## config.mk

```make
export PLATFORM = sky130hd
export DESIGN_NAME = nn_layer_share_arbiter
export DESIGN_NICKNAME = d
export VERILOG_FILES = /design/src/rtl/nn_share_pkg.sv /design/src/rtl/rr_pick2.sv /design/src/rtl/nn_layer_share_arbiter.sv
export SDC_FILE = /design/constraint.sdc
export NUM_CORES = 1
export LEC_CHECK = 0
export CAP_MARGIN = 20
export CORE_ASPECT_RATIO = 0.8
export CORE_MARGIN = 2
export CORE_UTILIZATION = 32
export DETAILED_ROUTE_END_ITERATION = 8
export GPL_TIMING_DRIVEN = 0
export PLACE_DENSITY = 0.76
export SLEW_MARGIN = 15
export SYNTH_ARGS = -nofsm -noshare
export SYNTH_HDL_FRONTEND = slang
export SYNTH_SLANG_ARGS = --single-unit
```

## constraint.sdc

```tcl
create_clock -name clk -period 2.2 [get_ports clk]
set_input_delay 0.44 -clock clk [delete_from_list [all_inputs] [get_ports clk]]
set_output_delay 0.44 -clock clk [all_outputs]
set_load 0.1 [all_outputs]
```

## src/rtl/nn_share_pkg.sv

```systemverilog
`default_nettype none
// ============================================================================
// Module   : nn_share_pkg
// Brief    : Shared types and width helpers for the shared-layer arbiter.
// Revision : 1.0 - initial release
// ============================================================================
package nn_share_pkg;

    typedef enum logic [1:0] {
        ST_IDLE  = 2'd0,
        ST_LOAD  = 2'd1,
        ST_DRAIN = 2'd2
    } state_t;

    // Counter width for a modulo-depth counter; never narrower than one bit.
    function automatic int cnt_w(input int depth);
        return (depth > 1) ? $clog2(depth) : 1;
    endfunction

endpackage
`default_nettype wire

```

## src/rtl/rr_pick2.sv

```systemverilog
`default_nettype none
// ============================================================================
// Module   : rr_pick2
// Brief    : Combinational two-way round-robin picker; a tie goes to ~last.
// Revision : 1.0 - initial release
// ============================================================================
module rr_pick2 (
    input  logic [1:0] req,
    input  logic       last,
    output logic       gnt_idx,
    output logic       any
);

    always_comb begin
        any     = |req;
        gnt_idx = 1'b0;
        if (req == 2'b11) begin
            gnt_idx = ~last;
        end else begin
            gnt_idx = req[1];
        end
    end

endmodule
`default_nettype wire

```

## src/rtl/nn_layer_share_arbiter.sv

```systemverilog
`default_nettype none
// ============================================================================
// Module   : nn_layer_share_arbiter
// Brief    : Time-shares one streaming FC layer between two requesters, one
//            job (N beats in, M beats out) per grant, round-robin.
// Revision : 1.0 - initial release
// ============================================================================
module nn_layer_share_arbiter
    import nn_share_pkg::*;
#(
    parameter int W  = 16,
    parameter int N  = 6,
    parameter int M  = 8,
    parameter int CW = 8
) (
    input  logic            clk,
    input  logic            reset,
    input  logic [1:0]      req_valid,
    output logic [1:0]      req_ready,
    input  logic [2*W-1:0]  req_data,
    output logic [1:0]      rsp_valid,
    input  logic [1:0]      rsp_ready,
    output logic [W-1:0]    rsp_data,
    output logic            lyr_s_valid,
    input  logic            lyr_s_ready,
    output logic [W-1:0]    lyr_data_in,
    input  logic            lyr_m_valid,
    output logic            lyr_m_ready,
    input  logic [W-1:0]    lyr_data_out,
    output logic            grant,
    output logic            busy,
    output logic [2*CW-1:0] jobs_done,
    output logic            proto_err
);

    localparam int                 c_IN_W    = cnt_w(N);
    localparam int                 c_OUT_W   = cnt_w(M);
    localparam logic [c_IN_W-1:0]  c_IN_LAST = c_IN_W'(N - 1);
    localparam logic [c_IN_W-1:0]  c_IN_ONE  = c_IN_W'(1);
    localparam logic [c_OUT_W-1:0] c_OUT_LAST = c_OUT_W'(M - 1);
    localparam logic [c_OUT_W-1:0] c_OUT_ONE  = c_OUT_W'(1);
    localparam logic [CW-1:0]      c_JOB_ONE  = CW'(1);

    state_t                 r_state;
    state_t                 w_next_state;
    logic                   r_grant;
    logic                   r_last_grant;
    logic [c_IN_W-1:0]      r_in_cnt;
    logic [c_OUT_W-1:0]     r_out_cnt;
    logic [1:0][CW-1:0]     r_jobs_done;
    logic                   r_proto_err;
    logic                   w_pick_idx;
    logic                   w_pick_any;
    logic                   w_in_fire;
    logic                   w_out_fire;

    rr_pick2 u_pick (
        .req     (req_valid),
        .last    (r_last_grant),
        .gnt_idx (w_pick_idx),
        .any     (w_pick_any)
    );

    always_comb begin
        w_next_state = r_state;
        w_in_fire    = 1'b0;
        w_out_fire   = 1'b0;
        req_ready    = 2'b00;
        rsp_valid    = 2'b00;
        lyr_s_valid  = 1'b0;
        lyr_m_ready  = 1'b0;
        case (r_state)
            ST_IDLE: begin
                if (w_pick_any) w_next_state = ST_LOAD;
            end
            ST_LOAD: begin
                lyr_s_valid        = req_valid[r_grant];
                req_ready[r_grant] = lyr_s_ready;
                w_in_fire          = req_valid[r_grant] & lyr_s_ready;
                if (w_in_fire && (r_in_cnt == c_IN_LAST)) w_next_state = ST_DRAIN;
            end
            ST_DRAIN: begin
                rsp_valid[r_grant] = lyr_m_valid;
                lyr_m_ready        = rsp_ready[r_grant];
                w_out_fire         = lyr_m_valid & rsp_ready[r_grant];
                if (w_out_fire && (r_out_cnt == c_OUT_LAST)) w_next_state = ST_IDLE;
            end
            default: w_next_state = ST_IDLE;
        endcase
    end

    // Data words pass straight through; only the handshakes are steered.
    assign lyr_data_in = r_grant ? req_data[2*W-1:W] : req_data[W-1:0];
    assign rsp_data    = lyr_data_out;

    always_ff @(posedge clk) begin
        if (reset) begin
            r_state      <= ST_IDLE;
            r_grant      <= 1'b0;
            r_last_grant <= 1'b1;
            r_in_cnt     <= '0;
            r_out_cnt    <= '0;
            r_jobs_done  <= '0;
            r_proto_err  <= 1'b0;
        end else begin
            r_state <= w_next_state;
            if ((r_state == ST_IDLE) && w_pick_any) r_grant <= w_pick_idx;
            if (w_in_fire) begin
                r_in_cnt <= (r_in_cnt == c_IN_LAST) ? '0 : r_in_cnt + c_IN_ONE;
            end
            if (w_out_fire) begin
                if (r_out_cnt == c_OUT_LAST) begin
                    r_out_cnt             <= '0;
                    r_last_grant          <= r_grant;
                    r_jobs_done[r_grant]  <= r_jobs_done[r_grant] + c_JOB_ONE;
                end else begin
                    r_out_cnt <= r_out_cnt + c_OUT_ONE;
                end
            end
            // Layer output while no job is draining means the layer lost sync.
            if (lyr_m_valid && (r_state != ST_DRAIN)) r_proto_err <= 1'b1;
        end
    end

    assign grant     = r_grant;
    assign busy      = (r_state != ST_IDLE);
    assign jobs_done = r_jobs_done;
    assign proto_err = r_proto_err;

endmodule
`default_nettype wire

```

Yosys cells after proc, flatten, opt, wreduce, memory -nomap -nowiden:

Index checks and enable logic that the tools add are counted.

* flip-flop bits (word level): 27
* latch bits: 0
* RAM bits: 0
* memory bits (read-only): 0
* input port bits: 56
* logic and storage cells: 62
* memories: 0

* add/sub/neg operators: 3
* $mul: 0
* div/mod/pow operators: 0
* magnitude comparators: 2
* eq/ne operators: 9
* shift operators: 0
* muxes and demuxes: 25
* bitwise gates (word level): 5
* reductions and logical operators: 10

Operators with widths (count)
* $mux 8: 3
* $bwmux 16: 1
* $mux 16: 1
* $mux 1: 10
* $mux 2: 5
* $add 8x1->8 const B: 1
* $demux 8 s1: 1
* $ne 2x2->1 const B: 4
* $add 3x1->3 const B: 2
* $eq 3x3->1 const B: 2
* $mux 3: 2
* $pmux 2 s3: 1
* $logic_and 1x1->1: 5
* $and 2x2->2: 2
* $eq 2x2->1 const B: 2
* $reduce_and 3->1: 1
* $and 1x1->1: 2
* $eq 2x1->1 const B: 1
* $logic_not 2->1: 1
* $lt 1x2->1 const B: 1
* $reduce_and 2->1: 1
* $reduce_bool 2->1: 1
* $reduce_or 2->1: 1
* $demux 1 s1: 1
* 2 further kinds: 2

Logic depth before layout (Yosys ltp):

* depth after elaboration: 6
* mapped depth: 7
* depth with buffers taken out: 6

By module:

Synthesis repeated with hierarchy kept, for this count alone.

* cell total of the unflattened synthesis: 194
* area total of the unflattened synthesis: 1755.4 um^2

By module, submodules not included
* nn_layer_share_arbiter: times used 1, cells each 192, area each 1741.7 um^2, sequential area each 540.5 um^2
* rr_pick2: times used 1, cells each 2, area each 13.8 um^2, sequential area each 0.0 um^2

Least setup slack after synthesis:

Ideal clock, no wire load.

* path kind: register -> output
* start: register r_grant (netlist: grant)
* end: output lyr_s_valid
* arrival: 2765 ps
* data required time: 1760 ps
* setup slack: -1005 ps
* stages on the path, launching flop included: 5
* buffers on the path: 1
* cells stage by stage: dfxtp_1 -> buf_4 -> mux2_2 -> nand2_1 -> nor2_1

* longest elaborated chain between the ends: 3

RTL lines
* start: declaration: line nn_layer_share_arbiter.sv:46 `logic r_grant;`
* start signal: assignment: line nn_layer_share_arbiter.sv:107 `if ((r_state == ST_IDLE) && w_pick_any) r_grant <= w_pick_idx;`
* $mux 1 (implied by the code) (2 in a row): line nn_layer_share_arbiter.sv:77 `lyr_s_valid = req_valid[r_grant];`
* $mux 1: line nn_layer_share_arbiter.sv:72 `case (r_state)`
* end: declaration: line nn_layer_share_arbiter.sv:24 `output logic lyr_s_valid,`

Every way passes these cells. The select of a mux whose other input is x is not followed.

Worst setup path in the final report:

* start: input lyr_m_valid
* end: output rsp_valid[0]

* longest elaborated chain between the ends: 2

RTL lines
* start: declaration: line nn_layer_share_arbiter.sv:27 `input logic lyr_m_valid,`
* $and 2x2->2 (no line)
* $mux 2: line nn_layer_share_arbiter.sv:72
* end: declaration: line nn_layer_share_arbiter.sv:21 `output logic [1:0] rsp_valid,`

Every way passes these cells.

==> flow_metrics.py <==
metrics = {
    "outcome": {
        "outcome": "finished, final reports clean",
    },
    "power": {
        "internal-power_mw": 0.7855,
        "finalPower_mw": 1.344,
        "power_density_nw_per_um2": 502.6,
        "p_sw_mw": 0.5583,
        "irDropWorstVdd_uv": 266.4,
        "p_leak_nw": 1.183,
        "clkPwrFrac": 0.210,
        "pwr-share-seq": 0.371,
        "switching_share": 0.4155,
        "power_frac_comb": 0.420,
    },
    "worst_hold_path": {
        "hp-class": "flop to flop",
    },
    "place": {
        "dpl_cell_area_um2": 2743,
        "hpwl_um": 3672,
        "io_buffer_count": 96,
        "gp_congestion": 0.7883,
    },
    "finish": {
        "area.growth.synth_to_final_pct": 59.60,
        "layout-drive-gt1-share": 0.2982,
        "n_antenna_cell": 0,
        "num-nets-final": 345,
        "final_area_um2": 2674,
    },
    "sta": {
        "rsz0062_at_grt": "no",
        "slew_violations": 0,
        "slew_headroom": 0.3459,
        "setup_viol": 0,
        "hold_viol": 0,
        "finalCritPeriodShare": 0.9796,
        "skew_ns": 0.004079,
        "tightestPinTransition_ns": 0.9850,
        "fmax_ghz": 0.4640,
        "min_period_ns": 2.155,
    },
    "yosys": {
        "syn_inst": 185,
        "yosysTopAreaCell": "dfxtp_1",
        "ys_types": 42,
        "ys_async_sr_fraction": 0,
        "synthAdderAreaFrac": 0.02240,
        "yosysWarningCount": 0,
        "yosys.area.top_type_share": 0.3226,
        "synth-compound-area-share": 0.1038,
        "synth.avg_cell_area_um2": 9.056,
        "synth-simple-area-share": 0.2270,
        "muxShareOfSynthArea": 0.1777,
        "synth_edf_count": 0,
        "synth_top_family_by_area": "simple AND/OR/NAND/NOR gates",
        "synth_fp_nets": 244,
        "synth_ff_type": "dfxtp_1",
        "synth_xor_area_frac": 0.03659,
        "syn_area_um2": 1675,
        "yosys_register_bits": 27,
        "seq_area_frac_synth": 0.3226,
        "synthTopCellsByArea": "dfxtp_1, mux2_2, buf_4",
    },
    "clock_tree": {
        "clk_pin_slew_ns": 0.09,
        "cts_tree": "built",
        "htree_levels": 1,
        "clk_path_buf_depth": 2,
        "clk_latency_ns": 0.27,
        "cts-root-buf": "clkbuf_8",
        "cts_setup_buffers": 0,
        "cts_buffers": 3,
        "clock-sinks": 27,
    },
    "worst_setup_path": {
        "cp.required_ns": 1.76,
        "cp-start-kind": "primary input",
        "worstSetupPathType": "primary input to primary output",
        "worstPathMaxFanout": 5,
        "critPathCaptureType": "primary output",
        "crit_arrival_ns": 1.72,
    },
    "floorplanning": {
        "initial_core_util": 0.3327,
        "dieArea_um2": 5834,
        "fp.coreArea_um2": 5036,
        "io_pins": 113,
        "fp-row-count": 23,
        "die_h_um": 68.72,
        "die_x_um": 84.90,
    },
    "drt": {
        "wl_per_cell_um": 13.26,
        "dr.pass1.iters": 4,
        "drc": 0,
        "wl_um": 4602,
        "vias_per_cell": 4.882,
        "first_iter_violations": 80,
        "antenna_left": 0,
        "routed-via-count": 1694,
    },
    "grt": {
        "grt_pass1_vias": 1579,
        "grt_first_pass_wirelength_um": 7176,
        "antenna_found_initial": 0,
        "track_usage": 0.1548,
        "grt_max_degree": 15,
        "overflow": 0,
    },
    "job": {
        "maxCapViolCount": 0,
    },
}
placed cells by master, fill, tap and decap left out, drive strengths merged, types with 2 or more instances in the layout:
cell           count
a21bo              2
a21oi             10
a31o               3
and2               3
and3               2
and4               2
and4b              2
buf               39
clkbuf            12
clkdlybuf4s50     55
dfxtp             27
dlygate4sd2       17
ha                 3
inv                3
mux2              22
mux2i              5
nand2             10
nand2b             2
nand3              4
nand3b             5
nand4              4
nor2              24
nor2b              4
or3                2
xnor2              5
xor2               2
final cells by class:
cell class                 instances  area [um2]
tap                               62       77.57
multi-input combinational        130       963.4
timing repair buffer              96       843.3
buffer                            25       183.9
clock buffer                       4       45.04
fill                             493        2362
inverter                           3       11.26
sequential                        27       549.3
metrics by stage:
step	setup TNS (ns)	setup WS [ns]	util	hold slack [ns]	instances
detailed placement	-11.88	-0.7391	0.5446	0.4524	343
CTS	-0.1444	-0.1444	0.5304	0.4862	347
floorplan	0	0.03201	-	0.4353	185
global route	0	0.006427	0.5309	0.4963	347
global placement	-11.91	-0.7243	0.5446	0.4588	343
finish	0	0.04485	0.5309	0.4823	347
Yosys cell counts, types with 2 or more instances:
master,n
a21bo_2,2
and4_1,2
a31o_2,3
or3_1,2
mux2_2,20
nor2b_1,4
clkbuf_1,4
buf_4,19
nand4_1,4
nand2_1,10
and3_1,2
a21oi_1,10
ha_1,3
mux2_1,2
mux2i_1,5
nand3b_1,5
inv_1,3
and2_1,3
nand2b_1,2
nand3_1,4
dfxtp_1,27
xor2_1,2
nor2_1,24
xnor2_1,5
critical path, stage by stage:
cell and delay [ns]:
clkdlybuf4s50_1 0.54, and4bb_2 0.29, buf_2 0.44
flip-flops by register name (all words and copies together), names as in the netlist:
name and cells:
jobs_done 16, r_in_cnt 3, r_out_cnt 3, r_state 2
grant 1, proto_err 1, r_last_grant 1
layer usage:
metal	vias up	GRT usage	wire length [um]	part of all wire
met4	0	0.04167	36	0.0078
met2	81	0.2549	2194	0.48
li1	838	-	-	-
met5	-	0	0	0
met3	4	0.04881	431	0.094
met1	771	0.1990	1940	0.42
power by group through the flow:
stage | registers, mW | clock network (mW) | logic [mW]
floorplan | 0.525 | 0 | 0.405
global placement | 0.510 | 0 | 0.587
detailed placement | 0.509 | 0 | 0.590
CTS | 0.498 | 0.287 | 0.568
global route | 0.499 | 0.304 | 0.584
finish | 0.498 | 0.282 | 0.564
cells by family (layout without fill, tap and decap cells):
| group | count (synthesis) | count (layout) |
|---|---|---|
| AO/OA/AOI/OAI | 23 | 23 |
| multiplexers | 27 | 27 |
| XOR/XNOR | 7 | 7 |
| flip-flops | 27 | 27 |
| buffers and inverters | 28 | 128 |
| adder cells (fa/ha/maj) | 3 | 3 |
| AND/OR/NAND/NOR | 70 | 70 |
final timing paths:
kind / start / end / slack [ns] / cells after the start
hold / removal: r_in_cnt[1]$_SDFFE_PP0P_ / r_in_cnt[1]$_SDFFE_PP0P_ / 0.48 / 2
hold reg to reg: r_in_cnt[1]$_SDFFE_PP0P_ / r_in_cnt[1]$_SDFFE_PP0P_ / 0.48 / 2
setup / recovery: lyr_m_valid / rsp_valid[0] / 0.04 / 3
setup reg to reg: grant$_SDFFE_PP0P_ / jobs_done[6]$_SDFFE_PP0P_ / 0.12 / 7
repair_timing:
action | CTS | global route
hold buffers | 0 | 0
pin swaps | 0 | 0
gates resized for setup | 126 | 10
endpoints found under the setup margin | 40 | 15
Power figures use the tool's default switching activity.
